$ cat config.mk
export PLATFORM = sky130hd
export DESIGN_NAME = mem_writein_demux
export DESIGN_NICKNAME = d
export VERILOG_FILES = /design/src/rtl/mem_writein_demux.sv
export SDC_FILE = /design/constraint.sdc
export NUM_CORES = 1
export LEC_CHECK = 0
export CORE_MARGIN = 2
export CORE_UTILIZATION = 30
export CTS_BUF_LIST = sky130_fd_sc_hd__clkbuf_2
export DETAILED_ROUTE_END_ITERATION = 12
export DONT_BUFFER_PORTS = 1
export MAX_ROUTING_LAYER = met4
export PLACE_DENSITY = 0.5
export SKIP_CTS_REPAIR_TIMING = 1
export SYNTH_ARGS = -nofsm -noshare
export SYNTH_HDL_FRONTEND = slang
export SYNTH_SLANG_ARGS = --single-unit
$ cat constraint.sdc
create_clock -name clk -period 3 [get_ports clk]
set_clock_uncertainty 0.15 [all_clocks]
set_input_delay 0.6 -clock clk [delete_from_list [all_inputs] [get_ports clk]]
set_output_delay 0.6 -clock clk [all_outputs]
set_load 0.03 [all_outputs]
$ cat src/rtl/mem_writein_demux.sv
// Splits the merged readout stream by destination tag into NDEST paged memories and reports per-BX item counts.
// Latency: one clk from an input word or header to wr_en / counts_valid.
// Backpressure: none; accepts one word per clk, and words that cannot be stored are dropped and flagged.
module mem_writein_demux #(
    parameter int NDEST  = 16,
    parameter int ADDR_W = 6,
    parameter int PAGE_W = 3
) (
    input  logic                      clk,
    input  logic                      reset,
    input  logic [54:0]               mem_dat_stream,
    input  logic                      valid,
    input  logic                      send_BX,
    output logic [NDEST-1:0]          wr_en,
    output logic [PAGE_W+ADDR_W-1:0]  wr_addr,
    output logic [50:0]               wr_dat,
    output logic [NDEST*ADDR_W-1:0]   number_out,
    output logic                      counts_valid,
    output logic [2:0]                counts_BX,
    output logic [2:0]                cur_BX,
    output logic [NDEST-1:0]          overflow,
    output logic                      proto_err
);

    localparam logic [0:0]        ST_IDLE = 1'b0;
    localparam logic [0:0]        ST_RUN  = 1'b1;
    // A page holds 2**ADDR_W-1 items, so an all-ones count means the page is full.
    localparam logic [ADDR_W-1:0] CNT_MAX = '1;

    logic [0:0]               state_q, state_d;
    logic [ADDR_W-1:0]        cnt_q [NDEST];
    logic [ADDR_W-1:0]        cnt_d [NDEST];
    logic [2:0]               cur_bx_q, cur_bx_d;
    logic [NDEST-1:0]         wr_en_q, wr_en_d;
    logic [PAGE_W+ADDR_W-1:0] wr_addr_q, wr_addr_d;
    logic [50:0]              wr_dat_q, wr_dat_d;
    logic [NDEST*ADDR_W-1:0]  number_out_q, number_out_d;
    logic                     counts_valid_q, counts_valid_d;
    logic [2:0]               counts_bx_q, counts_bx_d;
    logic [NDEST-1:0]         overflow_q, overflow_d;
    logic                     proto_err_q, proto_err_d;

    logic [3:0]               tag;
    logic [50:0]              payload;
    logic                     tag_ok;

    assign tag     = mem_dat_stream[54:51];
    assign payload = mem_dat_stream[50:0];
    assign tag_ok  = (32'(tag) < NDEST);

    // Next-state: headers close the current BX, data words are steered to their destination page.
    always_comb begin
        state_d        = state_q;
        cnt_d          = cnt_q;
        cur_bx_d       = cur_bx_q;
        wr_en_d        = '0;
        wr_addr_d      = wr_addr_q;
        wr_dat_d       = wr_dat_q;
        number_out_d   = number_out_q;
        counts_valid_d = 1'b0;
        counts_bx_d    = counts_bx_q;
        overflow_d     = overflow_q;
        proto_err_d    = proto_err_q;

        if (send_BX) begin
            // A header wins over a simultaneous data word; that word is lost.
            if (valid) begin
                proto_err_d = 1'b1;
            end
            // Only a header that ends a running BX has counts worth publishing.
            if (state_q == ST_RUN) begin
                for (int i = 0; i < NDEST; i++) begin
                    number_out_d[i*ADDR_W +: ADDR_W] = cnt_q[i];
                    cnt_d[i]                         = '0;
                end
                counts_bx_d    = cur_bx_q;
                counts_valid_d = 1'b1;
            end
            cur_bx_d = mem_dat_stream[2:0];
            state_d  = ST_RUN;
        end else if (valid) begin
            if (state_q == ST_IDLE || !tag_ok) begin
                proto_err_d = 1'b1;
            end else begin
                for (int i = 0; i < NDEST; i++) begin
                    if (tag == 4'(i)) begin
                        if (cnt_q[i] == CNT_MAX) begin
                            overflow_d[i] = 1'b1;
                        end else begin
                            wr_en_d[i] = 1'b1;
                            wr_addr_d  = {cur_bx_q[PAGE_W-1:0], cnt_q[i]};
                            wr_dat_d   = payload;
                            cnt_d[i]   = cnt_q[i] + 1'b1;
                        end
                    end
                end
            end
        end
    end

    // State and output registers; everything clears on the asynchronous reset.
    always_ff @(posedge clk or negedge reset) begin
        if (!reset) begin
            state_q        <= ST_IDLE;
            for (int i = 0; i < NDEST; i++) begin
                cnt_q[i] <= '0;
            end
            cur_bx_q       <= '0;
            wr_en_q        <= '0;
            wr_addr_q      <= '0;
            wr_dat_q       <= '0;
            number_out_q   <= '0;
            counts_valid_q <= 1'b0;
            counts_bx_q    <= '0;
            overflow_q     <= '0;
            proto_err_q    <= 1'b0;
        end else begin
            state_q        <= state_d;
            cnt_q          <= cnt_d;
            cur_bx_q       <= cur_bx_d;
            wr_en_q        <= wr_en_d;
            wr_addr_q      <= wr_addr_d;
            wr_dat_q       <= wr_dat_d;
            number_out_q   <= number_out_d;
            counts_valid_q <= counts_valid_d;
            counts_bx_q    <= counts_bx_d;
            overflow_q     <= overflow_d;
            proto_err_q    <= proto_err_d;
        end
    end

    assign wr_en        = wr_en_q;
    assign wr_addr      = wr_addr_q;
    assign wr_dat       = wr_dat_q;
    assign number_out   = number_out_q;
    assign counts_valid = counts_valid_q;
    assign counts_BX    = counts_bx_q;
    assign cur_BX       = cur_bx_q;
    assign overflow     = overflow_q;
    assign proto_err    = proto_err_q;

endmodule
Word-level counts from Yosys, hierarchy flattened
Index checks and enable logic that the tools add are counted.
{ "word_totals": {"reg_bits": 293, "input_bits": 59, "out_inout_bits": 196, "word_cells": 324} }
{ "op_classes": {"add_sub_neg": 16, "n_eq_ne": 48, "n_mux": 165, "n_bitwise": 1, "n_reduce_logical": 53} }
{ "op_table": {"columns": ["cell", "count"], "rows": [
  ["2-to-1 mux 51 bit", 41],
  ["2-to-1 mux 9 bit", 47],
  ["2-to-1 mux 96 bit", 4],
  ["2-to-1 mux 6 bit", 32],
  ["adder 6 x 1 -> 6 bit (second input constant)", 16],
  ["equality test 6 bit (second input constant)", 16],
  ["AND reduction 5 bit", 16],
  ["AND reduction 4 bit", 16],
  ["2-to-1 mux 16 bit", 3],
  ["2-to-1 mux 1 bit", 38],
  ["!= test 2 bit (second input constant)", 17],
  ["nonzero test 2 bit", 17],
  ["equality test 4 bit (second input constant)", 8],
  ["equality test 4 x 3 -> 1 bit (second input constant)", 4],
  ["equality test 4 x 2 -> 1 bit (second input constant)", 2],
  ["equality test 4 x 1 -> 1 bit (second input constant)", 1],
  ["zero test 4 bit", 1],
  ["AND reduction 2 bit", 2],
  ["AND reduction 3 bit", 1],
  ["NOT 1 bit", 1]
]} }

Logic depth before layout (Yosys ltp)
Gate-level depths: netlist (run 1).
{ "depth": {"word_depth": 48, "ltp_mapped": 9, "depth_no_buf": 7} }

Least setup slack after synthesis (run 1)
Ideal clock, no wire load.
{ "synth_timing": {"path_type": "input -> register", "from": "input port mem_dat_stream[52]", "to": "register wr_dat_q[44] (netlist: wr_dat[44])", "setup_time_ps": 125, "t_arrival_ps": 2701, "required_ps": 2725, "path_slack_ps": 25, "path_stages": 8, "path_buffers": 2, "path_cell_list": "buf_2 -> or4b_2 -> a31o_2 -> nand4_1 -> nor4_4 -> a31oi_4 -> buf_6 -> mux2_2"} }
{ "synth_via": {"elab_chain_len": 41, "word_cells_on_any_way": 56, "classes_between": "eq/ne (15); mux (40); reduce/logical (1)"} }
{ "synth_lines": {"columns": ["element", "line_no", "text"], "rows": [
  ["from (decl)", "11", "input logic [54:0] mem_dat_stream,"],
  ["zero test 4 bit", "86", "if (tag == 4'(i)) begin"],
  ["2-to-1 mux 51 bit", "86", null],
  ["2-to-1 mux 51 bit", "87", "if (cnt_q[i] == CNT_MAX) begin"],
  ["2-to-1 mux 51 bit", "86", null],
  ["2-to-1 mux 51 bit", "87", null],
  ["2-to-1 mux 51 bit", "86", null],
  ["2-to-1 mux 51 bit", "87", null],
  ["2-to-1 mux 51 bit", "86", null],
  ["[... 25 more ...]", null, null],
  ["2-to-1 mux 51 bit", "87", null],
  ["2-to-1 mux 51 bit", "86", null],
  ["2-to-1 mux 51 bit", "87", null],
  ["2-to-1 mux 51 bit", "86", null],
  ["2-to-1 mux 51 bit", "87", null],
  ["2-to-1 mux 51 bit", "86", null],
  ["2-to-1 mux 51 bit", "87", null],
  ["2-to-1 mux 51 bit *", "86", null],
  ["to (signal assigned)", "123", "wr_dat_q <= wr_dat_d;"],
  ["to (decl)", "36", "logic [50:0] wr_dat_q, wr_dat_d;"]
]} }
Mark *: on every way between the ends. The rest lies on a longest branch, timed or not. The select of a mux whose other input is x is not followed.
A chain may end at the register's enable or synchronous reset.

Worst setup path after layout (run 1)
{ "layout_timing": {"from": "input port mem_dat_stream[51]", "to": "register wr_dat_q[24] (netlist: wr_dat[24])"} }
Same word-level chain as after synthesis.

==> results.toml, run 1 <==
[synth]
synth_edf_count = 0
synth.avg_cell_area_um2 = 10.02
mapped_area_um2 = 13430
yosys.cell_types.count = 72
synth.yosys.seq_area_share = 0.5459
count_of_state_elements_after_synthesis = 293
postSynth.topFlopCell = "sky130_fd_sc_hd__dfrtp_1"
syn-num-nets = 1416
gate_count_of_the_mapped_netlist = 1341
synth-warning-count = 0
postSynth.asyncResetShare = 1.000

[timing]
final_critical_path_setup_slack_ns = -0.01538
count_of_pins_over_their_slew_limit = 0
hold_viol_final = 293
achievable-frequency_mhz = 331.6
hold_slack_final_ns = -0.8499
setup_viol_count_final = 2
fin_tns_setup_ns = -0.01886
final_cycle_utilization_of_the_critical_path = 1.005
slew_headroom = 0.4499
fin_crit_ns = 3.015
timing_worst_slew_pin_value_ns = 0.8225

[setup_path]
worstSetupStartpoint = "mem_dat_stream[51]"
worstPathCellList = "dlygate4sd3_1 > or4b_2 > a31o_2 > nand4_1 > nor4_4 > a31oi_4 > buf_12 > mux2_2"
r2r_slack_ns = 0.15
timing.critical_path.fanout_max = 53
cp.buffers_inverters = 2
max_stage_delay_ns = 0.98
timing.critical_path.depth = 8
destination_of_the_critical_timing_path = "wr_dat[24]"
cp_top_family = "buffers and inverters"
cp_slowest_cell = "sky130_fd_sc_hd__dlygate4sd3_1"
r2r_cells = 8
data_required_time_of_the_worst_path_ns = 3.67
timing.rr.end = "wr_dat[24]"
setup.worst_path.start_class = "primary input"
setup.worst_path.class = "primary input to flop"
critical_path_capture_point_type = "flop"
worst_ep_arrival_time_ns = 3.69
worstReg2RegStart = "cnt_q[42]"

[drt]
drcViolationCount = 0
route.detailed.vias_per_inst = 5.054
vias = 10860
ant_nets = 0
wl_mm = 44.57
dr.first_iter.drc_count = 676
firstDrtPassIters = 5
route.detailed.wl_per_inst_um = 20.74

[die]
fp.dieArea_um2 = 46480
initial_utilization = 0.3037
die_h_um = 215.6
placeableCoreArea_um2 = 44220
io_pins = 255
rows = 77
die_width_um = 215.6

[pwr]
power.leakage_uw = 0.007622
vdd_drop_max_mv = 0.5066
power-per-cell-area_nw_per_um2 = 543.6

[run_status]
run_status = "finished with violations"
violations = "hold timing, setup timing"

[grt]
global_route.usage.met1 = 0.2351
grt_antenna_before_repair = 1
first_pass_grt_wire_length_mm = 65.98
grt.met3_usage = 0.05539
grt_pass1_vias = 10750
grt_max_degree = 294
grt.overflow.total = 0
busiest_layer = "met2"
total_track_usage = 0.1886
gr-usage-met2 = 0.2879

[clock_network]
clock_path_buffers = 3
clock_latency_ns = 1.03
h-tree-depth = 3
clockRootBuffer = "sky130_fd_sc_hd__clkbuf_2"
numClockSinks = 293
tritoncts_clock_tree = "yes"
cts_inserted_buffers = 81
clkSlewWorstSetupHoldPaths_ns = 0.09

[placement]
detailedPlacementHpwl_mm = 29.37
numPortBuffers = 0
routability_cong = 0.8437

[finish]
drive_gt1_frac = 0.1806
ff_latch_area_um2 = 7332
area_delta_synth_final_pct = 18.85
multiInputGateArea_um2 = 5742
filler_cell_count = 4577
finish.utilization = 0.3610
fin_nets = 1579

[worst_hold_path]
hold_class = "primary input to async pin"

[run]
max_capacitance_violation_total = 0
==> state kept, by name (all words and copies together) (netlist names) <==
register	cells
counts_BX	3
proto_err	1
cur_BX	3
state_q	1
counts_valid	1
wr_addr	9
cnt_q	96
number_out	96
wr_en	16
overflow	16
wr_dat	51
==> stage by stage <==
step	hold WS (ns)	worst slack, ns	power (µW)	area, µm²	cells
detailed placement	0.1688	0.02202	5610	14470	1939
global route	-0.9551	-0.02041	9111	15960	2149
CTS	-1.031	0.06070	8711	15210	2074
floorplan	0.1544	0.02467	5383	13430	1341
global placement	0.1759	0.05387	5596	14470	1939
finish	-0.8499	-0.01538	8678	15960	2149
==> report_power, final <==
| group | total, µW | internal (µW) | switching, µW |
|---|---|---|---|
| Clock | 3030 | 1240 | 1790 |
| Sequential | 4900 | 4180 | 718 |
| Combinational | 744 | 390 | 353 |
| Total | 8680 | 5810 | 2860 |
==> routing by layer <==
layer  vias to the layer above  part of all wire
li1                       4997                 -
met1                      5426              0.43
met2                       344              0.47
met3                        94             0.070
met4                         0             0.032
met5                         -                 0
==> worst reg2reg max path: stages (launching register included) <==
cell and delay (ns):
sky130_fd_sc_hd__dfrtp_1 0.46, sky130_fd_sc_hd__ha_1 0.25, sky130_fd_sc_hd__and4_1 0.25, sky130_fd_sc_hd__a21bo_2 0.24
sky130_fd_sc_hd__nand3_1 0.27, sky130_fd_sc_hd__nor4_4 0.10, sky130_fd_sc_hd__a31oi_4 0.21, sky130_fd_sc_hd__buf_12 0.30
sky130_fd_sc_hd__mux2_2 0.43
==> how the worst min path moves through the flow <==
stage | startpoint | end | depth (start not counted)
floorplan | reset | cnt_q[0] | 0
global placement | reset | wr_dat[28] | 0
detailed placement | reset | wr_dat[28] | 0
CTS | reset | cnt_q[9] | 0
global route | reset | counts_BX[1] | 0
finish | reset | wr_dat[37] | 0
==> cell type report <==
class,instances,share of cell area
Antenna cell,1,0.0001568
Clock buffer,109,0.03417
Clock inverter,26,0.01199
Inverter,15,0.003684
Multi-Input combinational cell,964,0.3597
Sequential cell,293,0.4593
Tap cell,592,0.04640
Timing Repair Buffer,149,0.08465
==> layout by cell type, fill, tap and decap left out, types with 15 or more instances in the layout <==
cell type	netlist	layout
sky130_fd_sc_hd__nand3_1	24	24
sky130_fd_sc_hd__xnor2_1	26	26
sky130_fd_sc_hd__o22ai_1	17	17
sky130_fd_sc_hd__and3_1	15	15
sky130_fd_sc_hd__mux2_2	41	41
sky130_fd_sc_hd__a21oi_1	29	29
sky130_fd_sc_hd__ha_1	16	16
sky130_fd_sc_hd__dfrtp_1	293	293
sky130_fd_sc_hd__mux2_4	17	17
sky130_fd_sc_hd__clkinv_1	0	17
sky130_fd_sc_hd__xor2_1	42	42
sky130_fd_sc_hd__nand4_1	29	29
sky130_fd_sc_hd__nor2_1	132	132
sky130_fd_sc_hd__nand2_1	342	341
sky130_fd_sc_hd__dlygate4sd3_1	0	73
sky130_fd_sc_hd__o21ai_0	45	45
sky130_fd_sc_hd__buf_4	1	72
sky130_fd_sc_hd__clkbuf_2	0	109
==> Yosys cell counts (13+ instances only) <==
master	count	area (µm²)
sky130_fd_sc_hd__a21oi_1	29	145.1
sky130_fd_sc_hd__a31o_2	13	113.9
sky130_fd_sc_hd__and3_1	15	93.84
sky130_fd_sc_hd__clkbuf_1	50	187.7
sky130_fd_sc_hd__dfrtp_1	293	7332
sky130_fd_sc_hd__ha_1	16	200.2
sky130_fd_sc_hd__inv_1	15	56.30
sky130_fd_sc_hd__mux2_2	41	461.7
sky130_fd_sc_hd__mux2_4	17	255.2
sky130_fd_sc_hd__nand2_1	342	1284
sky130_fd_sc_hd__nand3_1	24	120.1
sky130_fd_sc_hd__nand4_1	29	181.4
sky130_fd_sc_hd__nor2_1	132	495.5
sky130_fd_sc_hd__o21ai_0	45	225.2
sky130_fd_sc_hd__o22ai_1	17	106.4
sky130_fd_sc_hd__xnor2_1	26	227.7
sky130_fd_sc_hd__xor2_1	42	367.9
==> cell families after synthesis <==
logic type	after synthesis	synth area share
AOI/OAI and AO/OA	198	0.1010
xor gates and xnor gates	68	0.04434
adders and majority gates	16	0.01490
buffers and inverters	84	0.02720
DFF	293	0.5459
muxes	69	0.06251
and+or+nand+nor	613	0.2042
No activity file was read; power rests on OpenSTA's default activity.
==> run 2: changes to the inputs <==
==> constraint.sdc (replaced) <==
create_clock -name clk -period 3.86 [get_ports clk]
set_clock_uncertainty 0.15 [all_clocks]
set_input_delay 0.772 -clock clk [delete_from_list [all_inputs] [get_ports clk]]
set_output_delay 0.772 -clock clk [all_outputs]
set_load 0.03 [all_outputs]
==> results.toml, run 2 (same netlist as run 1, synthesis figures left out) <==
[run_status]
violations = "hold timing"
run_status = "finished with violations"

[finish]
mostFrequentLayoutCell = "sky130_fd_sc_hd__nand2_1"
finish.utilization = 0.3487
final_cell_mix = "341 x sky130_fd_sc_hd__nand2_1, 293 x sky130_fd_sc_hd__dfrtp_1, 132 x sky130_fd_sc_hd__nor2_1"
drive_gt1_frac = 0.1561
area_delta_synth_final_pct = 14.81
filler_cell_count = 4576
fin_nets = 1512

[pwr]
flop_pwr_share = 0.576
clockPowerShare = 0.343
switching_power_uw = 2184
power-per-cell-area_nw_per_um2 = 429.2
p_sw_frac = 0.3300
comb_power_share = 0.081
power.leakage_uw = 0.007327
power.internal_uw = 4434
vdd_drop_max_mv = 0.3254

[setup_path]
critical_path_capture_point_type = "flop"
timing.critical_path.fanout_max = 53
timing.rr.end = "wr_dat[46]"
max_stage_delay_ns = 0.58
data_required_time_of_the_worst_path_ns = 4.56
cp.buffers_inverters = 1
r2r_cells = 8
r2r_slack_ns = 0.58
worst_ep_arrival_time_ns = 3.97
cp_slowest_cell = "sky130_fd_sc_hd__or4_4"
setup.worst_path.class = "flop to flop"
worstReg2RegStart = "cnt_q[25]"
cp_top_family = "simple AND/OR/NAND/NOR gates"
setup.worst_path.start_class = "flop"
worstPathCellList = "ha_1 > and4_1 > a21oi_2 > or4_4 > nor4_4 > a31oi_4 > buf_12 > mux2_4"

[drt]
ant_nets = 0
wl_mm = 43.01
drcViolationCount = 0
firstDrtPassIters = 5
vias = 10630
route.detailed.vias_per_inst = 5.078
dr.first_iter.drc_count = 930
route.detailed.wl_per_inst_um = 20.55

[die]
placeableCoreArea_um2 = 44220
io_pins = 255
fp.dieArea_um2 = 46480
die_h_um = 215.6
rows = 77
die_width_um = 215.6
initial_utilization = 0.3037

[clock_network]
clock_path_buffers = 3
numClockSinks = 293
tritoncts_clock_tree = "yes"
clkSlewWorstSetupHoldPaths_ns = 0.10
cts_inserted_buffers = 82
h-tree-depth = 3
clockRootBuffer = "sky130_fd_sc_hd__clkbuf_2"
clock_latency_ns = 1.00

[timing]
hold_viol_final = 293
count_of_pins_over_their_slew_limit = 0
fin_crit_ns = 3.277
final_cycle_utilization_of_the_critical_path = 0.8489
hold_slack_final_ns = -0.6379
timing_worst_slew_pin_value_ns = 0.7971
unrepaired_setup_endpoints_after_global_routing = "no"
slew_headroom = 0.4686
achievable-frequency_mhz = 305.2
fin_tns_setup_ns = 0
setup_viol_count_final = 0

[grt]
total_track_usage = 0.1854
grt_antenna_before_repair = 2
grt_max_degree = 294
first_pass_grt_wire_length_mm = 64.58
grt_pass1_vias = 10270
grt.overflow.total = 0

[placement]
detailedPlacementHpwl_mm = 28.61
numPortBuffers = 0
routability_cong = 0.8713

[worst_hold_path]
hold_class = "primary input to async pin"

[run]
max_capacitance_violation_total = 0
==> run 2: changes by cell type in the layout (fill, tap and decap cells not counted), moves of 3 or more <==
cell | previous run | this run
sky130_fd_sc_hd__dlygate4sd3_1 | 73 | 61
sky130_fd_sc_hd__buf_4 | 72 | 16
sky130_fd_sc_hd__clkbuf_2 | 109 | 121
sky130_fd_sc_hd__clkinv_2 | 2 | 5
==> run 2: area by class of cell <==
type | instances | area (µm²) | share of cell area
inverter | 15 | 58.81 | 0.003813
multi-input combinational | 964 | 5742 | 0.3723
clock buffer | 121 | 605.6 | 0.03927
clock inverter | 25 | 126.4 | 0.008195
antenna | 2 | 5.005 | 0.0003245
tap | 592 | 740.7 | 0.04803
timing repair buffer | 81 | 810.8 | 0.05258
sequential | 293 | 7332 | 0.4755
==> run 2: metrics by stage <==
stage                     hold slack [ns]  cell area, µm²  setup slack [ns]  std cells  total power, µW
after floorplan                    0.3264           13430            0.7127       1341             4184
after global placement             0.3467           14050            0.5910       1883             4333
after detailed placement           0.3494           14050            0.5479       1883             4347
after CTS                         -0.8026           14790            0.6004       2029             6685
after global routing              -0.7429           15420            0.4519       2093             6985
final                             -0.6379           15420            0.5834       2093             6618
==> run 2: worst max path at each step <==
| stage | from | to | slack (ns) | depth (start not counted) |
|---|---|---|---|---|
| after floorplan | mem_dat_stream[52] | wr_dat[44] | 0.71 | 8 |
| after global placement | mem_dat_stream[52] | wr_dat[44] | 0.59 | 7 |
| after detailed placement | mem_dat_stream[52] | wr_dat[49] | 0.55 | 7 |
| after CTS | cnt_q[25] | wr_dat[37] | 0.60 | 8 |
| after global routing | cnt_q[25] | wr_dat[37] | 0.45 | 8 |
| final | cnt_q[25] | wr_dat[46] | 0.58 | 8 |
==> run 2: routing by layer <==
metal | share of wire | vias up | global-route usage
li1 | - | 4894 | -
met1 | 0.41 | 5275 | 0.2266
met2 | 0.47 | 370 | 0.2818
met3 | 0.082 | 89 | 0.05708
met4 | 0.034 | 0 | 0.08276
met5 | 0 | - | -
==> run 2: power by group through the flow <==
stage / sequential (µW) / combinational [µW] / clock (µW)
6_report: 3810 / 539 / 2270
5_1_grt: 3830 / 589 / 2570
4_1_cts: 3810 / 478 / 2390
3_5_place_dp: 3870 / 476 / 0
3_3_place_gp: 3870 / 462 / 0
2_1_floorplan: 3790 / 397 / 0
==> run 3: changes to the inputs <==
--- a/config.mk
+++ b/config.mk
@@ -5,13 +5,14 @@
 export SDC_FILE = /design/constraint.sdc
 export NUM_CORES = 1
 export LEC_CHECK = 0
+export ABC_AREA = 1
 export CORE_MARGIN = 2
 export CORE_UTILIZATION = 30
 export CTS_BUF_LIST = sky130_fd_sc_hd__clkbuf_2
 export DETAILED_ROUTE_END_ITERATION = 12
 export DONT_BUFFER_PORTS = 1
 export MAX_ROUTING_LAYER = met4
-export PLACE_DENSITY = 0.5
+export PLACE_DENSITY = 0.51
 export SKIP_CTS_REPAIR_TIMING = 1
 export SYNTH_ARGS = -nofsm -noshare
 export SYNTH_HDL_FRONTEND = slang
==> constraint.sdc (replaced) <==
create_clock -name clk -period 2.91 [get_ports clk]
set_clock_uncertainty 0.15 [all_clocks]
set_input_delay 0.582 -clock clk [delete_from_list [all_inputs] [get_ports clk]]
set_output_delay 0.582 -clock clk [all_outputs]
set_load 0.03 [all_outputs]
==> results.toml, run 3 <==
[finish]
fin_nets = 1956
mostFrequentLayoutCell = "sky130_fd_sc_hd__nand2_1"
filler_cell_count = 4921
post_layout_nonfiller_instances = 2547
final_cell_mix = "376 x sky130_fd_sc_hd__nand2_1, 292 x sky130_fd_sc_hd__dfrtp_1, 231 x sky130_fd_sc_hd__inv_1"
area_delta_synth_final_pct = 15.92
drive_gt1_frac = 0.1368
finalInstanceArea_um2 = 16460

[timing]
timing_worst_slew_pin_value_ns = 1.069
count_of_pins_over_their_slew_limit = 0
unrepaired_setup_endpoints_after_global_routing = "yes"
slew_headroom = 0.2875
hold_viol_final = 293
achievable-frequency_mhz = 367.5
final_cycle_utilization_of_the_critical_path = 0.9352
hold_slack_final_ns = -0.8596
fin_crit_ns = 2.721
setup_viol_count_final = 0

[setup_path]
worst_ep_arrival_time_ns = 3.51
setup.worst_path.class = "flop to flop"
data_required_time_of_the_worst_path_ns = 3.70
timing.rr.end = "wr_dat[24]"
cp.buffers_inverters = 4
timing.critical_path.fanout_max = 45
setup.worst_path.start_class = "flop"
timing.critical_path.depth = 16
cp_top_family = "simple AND/OR/NAND/NOR gates"
worstPathCellList = "ha_1 > nand2_1 > nor2_2 > nand3_2 > nand2_2 > buf_4 > nand2_2 > nor2_4 > nand2_2 > inv_2 > nand3_2 > clkinv_8 > nand3_1 > nand3_1 > o21ai_1 > inv_1"
worstSetupStartpoint = "cnt_q[84]"
r2r_slack_ns = 0.19
max_stage_delay_ns = 0.43
worstReg2RegStart = "cnt_q[84]"
cp_slowest_cell = "sky130_fd_sc_hd__dfrtp_1"
critical-path-top-cell-by-count = "sky130_fd_sc_hd__nand2_2"
critical_path_capture_point_type = "flop"
r2r_cells = 16

[grt]
grt_max_degree = 294
first_pass_grt_wire_length_mm = 70.46
grt_antenna_before_repair = 3
grt_pass1_vias = 11820
total_track_usage = 0.1906
grt.overflow.total = 0

[clock_network]
numClockSinks = 293
clock_path_buffers = 3
h-tree-depth = 3
cts_inserted_buffers = 83
clockRootBuffer = "sky130_fd_sc_hd__clkbuf_2"
tritoncts_clock_tree = "yes"
clkSlewWorstSetupHoldPaths_ns = 0.10
clock_latency_ns = 1.06

[placement]
detailedPlacementHpwl_mm = 32.22
placement.cell_area_um2 = 15010
routability_cong = 0.8646
numPortBuffers = 0
place_inst = 2335

[synth]
synthTopCellsByArea = "sky130_fd_sc_hd__dfrtp_1 52%, sky130_fd_sc_hd__nand2_1 10%, sky130_fd_sc_hd__o21ai_0 7.6%, sky130_fd_sc_hd__inv_1 6.1%, sky130_fd_sc_hd__nand3_1 5.3%"
synth.avg_cell_area_um2 = 8.098
postSynth.topFlopCell = "sky130_fd_sc_hd__dfrtp_1"
syn-num-nets = 1829
synth_edf_count = 0
synthMostInstantiatedCell = "sky130_fd_sc_hd__nand2_1"
synth_largest_type_area_fraction = 0.5162
synth.yosys.seq_area_share = 0.5162
count_of_state_elements_after_synthesis = 293
gate_count_of_the_mapped_netlist = 1754
synth-warning-count = 0
yosys-top-cells-count = "378 x sky130_fd_sc_hd__nand2_1, 293 x sky130_fd_sc_hd__dfrtp_1, 232 x sky130_fd_sc_hd__inv_1, 215 x sky130_fd_sc_hd__o21ai_0, 149 x sky130_fd_sc_hd__nand3_1"
mapped_area_um2 = 14200
yosys.cell_types.count = 41
synth_top_cell_by_area = "sky130_fd_sc_hd__dfrtp_1"
postSynth.asyncResetShare = 1.000

[drt]
ant_nets = 0
wl_mm = 46.25
dr.first_iter.drc_count = 819
route.detailed.wl_per_inst_um = 18.16
route.detailed.vias_per_inst = 4.934
firstDrtPassIters = 9
drcViolationCount = 7
vias = 12570

[run_status]
violations = "DRC, hold timing"
run_status = "finished with violations"

[worst_hold_path]
hold_class = "primary input to async pin"

[die]
die_h_um = 221.6
die_width_um = 221.6
placeableCoreArea_um2 = 46650
rows = 79
io_pins = 255
initial_utilization = 0.3044
fp.dieArea_um2 = 49100

[run]
max_capacitance_violation_total = 0

[pwr]
vdd_drop_max_mv = 0.3164
power.leakage_uw = 0.007809
power-per-cell-area_nw_per_um2 = 564.6
run 3: cell types whose count changed after synthesis, moves of 34 or more:
cell and delta:
sky130_fd_sc_hd__inv_1 +217, sky130_fd_sc_hd__nor3_1 +34, sky130_fd_sc_hd__a21oi_1 +58, sky130_fd_sc_hd__nor2_1 -35, sky130_fd_sc_hd__nand2_1 +36, sky130_fd_sc_hd__o21ai_0 +170
sky130_fd_sc_hd__xor2_1 -42, sky130_fd_sc_hd__mux2_2 -41, sky130_fd_sc_hd__o21ai_1 +41, sky130_fd_sc_hd__nand3_1 +125
run 3: layout make-up:
| type | count | area, µm² | share of cell area |
|---|---|---|---|
| repair buffers | 111 | 1061 | 0.06444 |
| diodes | 3 | 7.507 | 0.0004560 |
| well taps | 607 | 759.5 | 0.04613 |
| clock buffers | 119 | 595.6 | 0.03617 |
| flip-flops and latches | 293 | 7333 | 0.4454 |
| inverters | 257 | 977.2 | 0.05935 |
| multi-input cells | 1135 | 5604 | 0.3404 |
| clock inverters | 22 | 126.4 | 0.007675 |
run 3: worst max-delay path by stage:
stage	to	slack [ns]
3_5_place_dp	wr_dat[12]	-0.06
2_1_floorplan	cnt_q[35]	0.64
4_1_cts	wr_dat[12]	0.03
5_1_grt	wr_dat[28]	-0.01
3_3_place_gp	wr_addr[8]	-0.01
6_report	wr_dat[24]	0.19
run 3: where the power goes:
part | switching [µW] | internal, µW
sequential | 779 | 4320
clock | 1840 | 1180
combinational | 741 | 436
run 3: cell families after synthesis:
kind of cell | count (synthesis) | synth area share
fa+ha+maj | 16 | 0.01409
flops | 293 | 0.5162
compound gates | 401 | 0.1550
simple gates | 718 | 0.2219
buf+inv | 326 | 0.09276
run 3: metrics by stage:
stage	utilization	total power (µW)	setup WS, ns	TNS, ns
2_1_floorplan	-	5844	0.6449	0
3_3_place_gp	0.3218	6240	-0.01012	-0.01610
3_5_place_dp	0.3218	6262	-0.06185	-1.488
4_1_cts	0.3373	9361	0.03127	0
5_1_grt	0.3529	9852	-0.01362	-0.03675
6_report	0.3529	9296	0.1886	0
run 3: worst reg2reg max path, delay by kind of cell (launching register included):
kind            cells  cell delay (ns)
flops               1             0.43
simple gates       10             1.27
compound gates      1             0.08
buf+inv             4             0.60
fa+ha+maj           1             0.19
run 3: metal layers:
layer	global-route usage	part of all wire
met3	0.05327	0.074
met5	-	0
met4	0.09089	0.033
met2	0.2887	0.46
met1	0.2351	0.43
